==> src/rtl/game_fsm_ctrl_pkg.sv <==
// game_fsm_ctrl_pkg: shared state encoding and parameter defaults for the game controller
package game_fsm_ctrl_pkg;
  typedef enum logic [2:0] {
    NEWGAME = 3'd0,
    PLAY    = 3'd1,
    NEWBALL = 3'd2,
    PAUSE   = 3'd3,
    OVER    = 3'd4
  } state_t;
  localparam int LIVES_DEF       = 3;
  localparam int DIGITS_DEF      = 2;
  localparam int WAIT_FRAMES_DEF = 120;
  localparam int TIMER_W         = 10;
endpackage

==> src/rtl/game_fsm_ctrl_bcd_counter.sv <==
// bcd_counter: saturating multi-digit BCD up-counter with synchronous clear
module bcd_counter #(
  parameter int DIGITS = game_fsm_ctrl_pkg::DIGITS_DEF
) (
  input  logic                  clk,
  input  logic                  reset,
  input  logic                  clr,
  input  logic                  inc,
  output logic [4*DIGITS-1:0]   count,
  output logic [4*DIGITS-1:0]   count_nxt
);
  logic [4*DIGITS-1:0] count_q, count_d;
  logic sat, c;
  always_comb begin
    sat = 1'b1;
    for (int i = 0; i < DIGITS; i++) sat = sat & (count_q[4*i+:4] == 4'd9);
    count_d = count_q;
    c = inc & ~sat;
    for (int i = 0; i < DIGITS; i++) begin
      count_d[4*i+:4] = c ? ((count_q[4*i+:4] == 4'd9) ? 4'd0 : count_q[4*i+:4] + 4'd1) : count_q[4*i+:4];
      c = c & (count_q[4*i+:4] == 4'd9);
    end
    if (clr) count_d = '0;
  end
  always_ff @(posedge clk) begin
    if (reset) count_q <= '0;
    else count_q <= count_d;
  end
  assign count = count_q;
  assign count_nxt = count_d;
endmodule

==> src/rtl/game_fsm_ctrl.sv <==
// game_fsm_ctrl: pong-style game flow FSM with lives, BCD score, hiscore and frame wait timer
module game_fsm_ctrl
  import game_fsm_ctrl_pkg::*;
#(
  parameter int LIVES       = LIVES_DEF,
  parameter int DIGITS      = DIGITS_DEF,
  parameter int WAIT_FRAMES = WAIT_FRAMES_DEF
) (
  input  logic                clk,
  input  logic                reset,
  input  logic                frame_tick,
  input  logic [1:0]          btn,
  input  logic                pause_btn,
  input  logic                hit,
  input  logic                miss,
  output logic                gra_still,
  output logic [2:0]          state,
  output logic [3:0]          lives,
  output logic [4*DIGITS-1:0] score,
  output logic [4*DIGITS-1:0] hiscore
);
  state_t state_q, state_d;
  logic [3:0] lives_q, lives_d;
  logic [TIMER_W-1:0] timer_q, timer_d;
  logic [4*DIGITS-1:0] hiscore_q, hiscore_d, score_nxt;
  logic pause_q, pause_rise, score_inc;
  assign pause_rise = pause_btn & ~pause_q;
  assign score_inc = (state_q == PLAY) & hit;
  bcd_counter #(.DIGITS(DIGITS)) u_score (
    .clk(clk),
    .reset(reset),
    .clr(state_q == NEWGAME),
    .inc(score_inc),
    .count(score),
    .count_nxt(score_nxt)
  );
  always_comb begin
    state_d = state_q;
    lives_d = lives_q;
    hiscore_d = hiscore_q;
    timer_d = (frame_tick && timer_q != '0) ? timer_q - 1'b1 : timer_q;
    case (state_q)
      NEWGAME: begin
        lives_d = 4'(LIVES);
        state_d = (btn != 2'b00) ? PLAY : NEWGAME;
      end
      PLAY: begin
        if (miss) begin
          lives_d = lives_q - 4'd1;
          timer_d = TIMER_W'(WAIT_FRAMES);
          state_d = (lives_q == 4'd1) ? OVER : NEWBALL;
          hiscore_d = (lives_q == 4'd1 && score_nxt > hiscore_q) ? score_nxt : hiscore_q;
        end else if (pause_rise) begin
          state_d = PAUSE;
        end
      end
      PAUSE:   state_d = pause_rise ? PLAY : PAUSE;
      NEWBALL: state_d = (timer_q == '0 && btn != 2'b00) ? PLAY : NEWBALL;
      OVER:    state_d = (timer_q == '0) ? NEWGAME : OVER;
      default: state_d = NEWGAME;
    endcase
  end
  always_ff @(posedge clk) begin
    if (reset) begin
      state_q <= NEWGAME;
      lives_q <= 4'(LIVES);
      timer_q <= '0;
      hiscore_q <= '0;
      pause_q <= 1'b0;
    end else begin
      state_q <= state_d;
      lives_q <= lives_d;
      timer_q <= timer_d;
      hiscore_q <= hiscore_d;
      pause_q <= pause_btn;
    end
  end
  assign gra_still = (state_q != PLAY);
  assign state = state_q;
  assign lives = lives_q;
  assign hiscore = hiscore_q;
endmodule

==> config.mk <==
export PLATFORM = sky130hd
export DESIGN_NAME = game_fsm_ctrl
export DESIGN_NICKNAME = d
export VERILOG_FILES = /design/src/rtl/game_fsm_ctrl_pkg.sv /design/src/rtl/game_fsm_ctrl_bcd_counter.sv /design/src/rtl/game_fsm_ctrl.sv
export SDC_FILE = /design/constraint.sdc
export NUM_CORES = 1
export LEC_CHECK = 0
export CORE_AREA = 2 2 56 84
export DETAILED_ROUTE_END_ITERATION = 10
export DIE_AREA = 0 0 58 86
export PLACE_DENSITY = 0.72
export SETUP_SLACK_MARGIN = 0.15
export SYNTH_ARGS = -nofsm -noshare
export SYNTH_HDL_FRONTEND = slang
export SYNTH_HIERARCHICAL = 1
export SYNTH_SLANG_ARGS = --single-unit
export TNS_END_PERCENT = 30
==> constraint.sdc <==
create_clock -name clk -period 3.36 [get_ports clk]
set_input_delay 0.672 -clock clk [delete_from_list [all_inputs] [get_ports clk]]
set_output_delay 0.672 -clock clk [all_outputs]
set_load 0.02 [all_outputs]
==> impl_metrics.py <==
metrics = {
    "outcome": {
        "status": "finished, final reports clean",
    },
    "power_and_ir_drop": {
        "powerDensity_nw_per_um2": 507,
        "finalPower_mw": 1.38,
        "p_leak_nw": 0.984,
        "vdd_ir_drop_max_mv": 0.606,
    },
    "grt": {
        "busiest_layer": "met2",
        "antenna_found_initial": 0,
        "grt_remaining_overflow": 0,
        "grt.total_usage": 0.202,
        "grt_pass1_wl_mm": 7.84,
        "grtUsageMet1": 0.227,
        "grt_pass1_vias": 1780,
        "grt_use_met2": 0.350,
        "grt_max_degree": 24,
        "grtUsageMet3": 0.0422,
    },
    "clocking": {
        "clk_pin_slew_worst_paths_ns": 0.07,
        "cts_setup_buffers": 0,
        "clockRootBuffer": "clkbuf_8",
        "clock_sinks": 34,
        "cts_buffer_depth": 2,
        "numCtsBuffers": 5,
        "cts_tree": "yes",
        "clk_latency_ns": 0.29,
        "htreeDepth": 2,
    },
    "synth": {
        "synth_largest_area_cell": "dfxtp_1",
        "synth_top_cell_area_share": 0.342,
        "yosys-top-cells-count": "dfxtp_1 (34), nand2_1 (20), nor2_1 (20)",
        "synth-edff-count": 0,
        "synth_area_per_cell_um2": 8.48,
        "syn_nets": 254,
        "synth-main-ff-cell": "dfxtp_1",
        "ys_ff_latch": 34,
        "yosys_warnings": 6,
        "yosysMostFrequentCell": "dfxtp_1",
        "ys_top_cells_by_area": "dfxtp_1 (34%), ha_1 (6.9%), nand2b_1 (6.0%)",
        "syn_area_um2": 1990,
        "syn_inst": 235,
        "yosys.cell_types.count": 48,
        "ys_seq_area_frac": 0.342,
        "async_flop_share": 0,
    },
    "sta": {
        "rsz0062_at_grt": "no",
        "period_share": 0.914,
        "finalMaxSlewViolations": 0,
        "finalHoldViolations": 0,
        "setup_violations": 0,
        "max_clock_freq_ghz": 0.326,
        "finalWorstPathRequiredPeriod_ns": 3.07,
        "timing.hold.ws_ns": 0.496,
        "slew_headroom": 0.475,
        "skew_ns": 0.00499,
        "tightest_slew_ns": 0.784,
    },
    "floorplan": {
        "core_region_area_um2": 4210,
        "initial_core_util": 0.473,
        "die_h_um": 86,
        "die-area_um2": 4990,
        "rows": 29,
        "ioPinCount": 32,
        "fp.dieW_um": 58,
    },
    "critical_path": {
        "critPathArrivalTime_ns": 3.25,
        "path_class": "in -> reg",
        "path_max_fanout": 4,
        "end_kind": "flop",
        "startpoint_type": "primary input",
        "crit_required_ns": 3.54,
    },
    "hold_path": {
        "hold_path.class": "reg -> reg",
    },
    "layout": {
        "areaGrowthSynthToFinish_pct": 36.3,
        "nNetsFinal": 306,
        "n_fill_cell": 361,
        "drive_above_1_share": 0.198,
        "post-route-util": 0.645,
        "antenna_cells": 0,
    },
    "routing": {
        "drtIter0Drc": 75,
        "vias": 1817,
        "drcViolationCount": 0,
        "routed_via_density": 5.44,
        "wire_per_inst_um": 14.0,
        "antenna_left": 0,
        "routed_wl_mm": 4.69,
        "drt_first_pass_iters": 4,
    },
    "place": {
        "port_buffers": 31,
        "gp_congestion": 0.847,
        "place_hpwl_mm": 3.38,
    },
    "job": {
        "cap_violations": 0,
    },
}
layout make-up:
type | count | area [um^2] | share of cell area
Multi-Input combinational cell | 176 | 1340 | 0.494
Tap cell | 46 | 57.6 | 0.0212
Inverter | 18 | 67.6 | 0.0249
Clock inverter | 2 | 12.5 | 0.00461
Sequential cell | 34 | 682 | 0.251
Clock buffer | 6 | 82.6 | 0.0304
Timing Repair Buffer | 52 | 472 | 0.174
metal layers:
layer	share of wire	wire, um
met1	0.42	1960
met2	0.52	2460
met3	0.034	158
met4	0.025	116
met5	0	0
registers in the layout, indices dropped and copies added, names as in the netlist:
register	flops
hiscore	8
u_score/count	8
timer_q	10
state	3
lives	4
pause_q	1
per-stage QoR:
step	instances	setup WS (ns)	setup TNS [ns]	instance area (um^2)
final	334	0.289	0	2720
after global routing	334	0.152	0	2720
after CTS	334	0.219	0	2600
after detailed placement	326	-0.357	-2.72	2500
after global placement	326	-0.214	-1.70	2500
after floorplan	235	0.159	0	2000
logic make-up (layout without fill, tap and decap cells):
logic type | after synthesis | after routing | synth area share
muxes | 11 | 11 | 0.0559
buffers and inverters | 25 | 78 | 0.0471
and+or+nand+nor | 105 | 105 | 0.302
xor gates and xnor gates | 10 | 10 | 0.0440
adders and majority gates | 11 | 11 | 0.0691
AOI/OAI and AO/OA | 39 | 39 | 0.140
DFF | 34 | 34 | 0.342
path summary, 6_finish.rpt:
| path | from | end | slack (ns) | depth (start not counted) |
|---|---|---|---|---|
| worst max register to register | state[0] | hiscore[0] | 0.42 | 13 |
| worst min-delay path | hiscore[5] | hiscore[5] | 0.50 | 2 |
| worst min register to register | hiscore[5] | hiscore[5] | 0.50 | 2 |
| worst max-delay path | hit | hiscore[0] | 0.29 | 12 |
timing repair:
item                       CTS  global route
resized for setup            3            22
hold buffers                 0             0
setup endpoints to repair    8             8
pin swaps                    1             5
report_power, final:
part	switching, mW	total (mW)	internal (mW)
clock network	0.156	0.320	0.165
registers	0.0796	0.547	0.467
logic	0.276	0.508	0.233
total	0.511	1.38	0.864
worst max-delay path: stages:
cell,delay (ns)
clkdlybuf4s50_1,0.46
and2_4,0.16
nand4_1,0.09
or3b_2,0.53
a21oi_2,0.24
ha_4,0.25
a21oi_2,0.18
o21ai_4,0.09
a2111oi_4,0.21
nor3_2,0.09
buf_4,0.16
mux2i_1,0.12
placed cells by master (no fill, tap or decap), types with 2 or more instances in the layout:
cell	n
dfxtp_1	33
or2_2	3
xnor2_1	6
nand3_1	2
ha_4	2
a21oi_2	4
o21ai_0	2
nand2b_1	19
nor2b_1	6
xor2_1	4
a2111oi_4	2
nand2_1	19
or3_1	3
nand4_1	3
a21oi_1	8
clkdlybuf4s50_1	31
nor3_1	9
inv_1	18
ha_1	9
a211oi_1	4
buf_4	20
clkbuf_8	6
o22ai_1	2
a31oi_1	4
nor2_1	20
mux2i_1	9
a211o_1	2
nor4_1	3
Power figures use the tool's default switching activity.
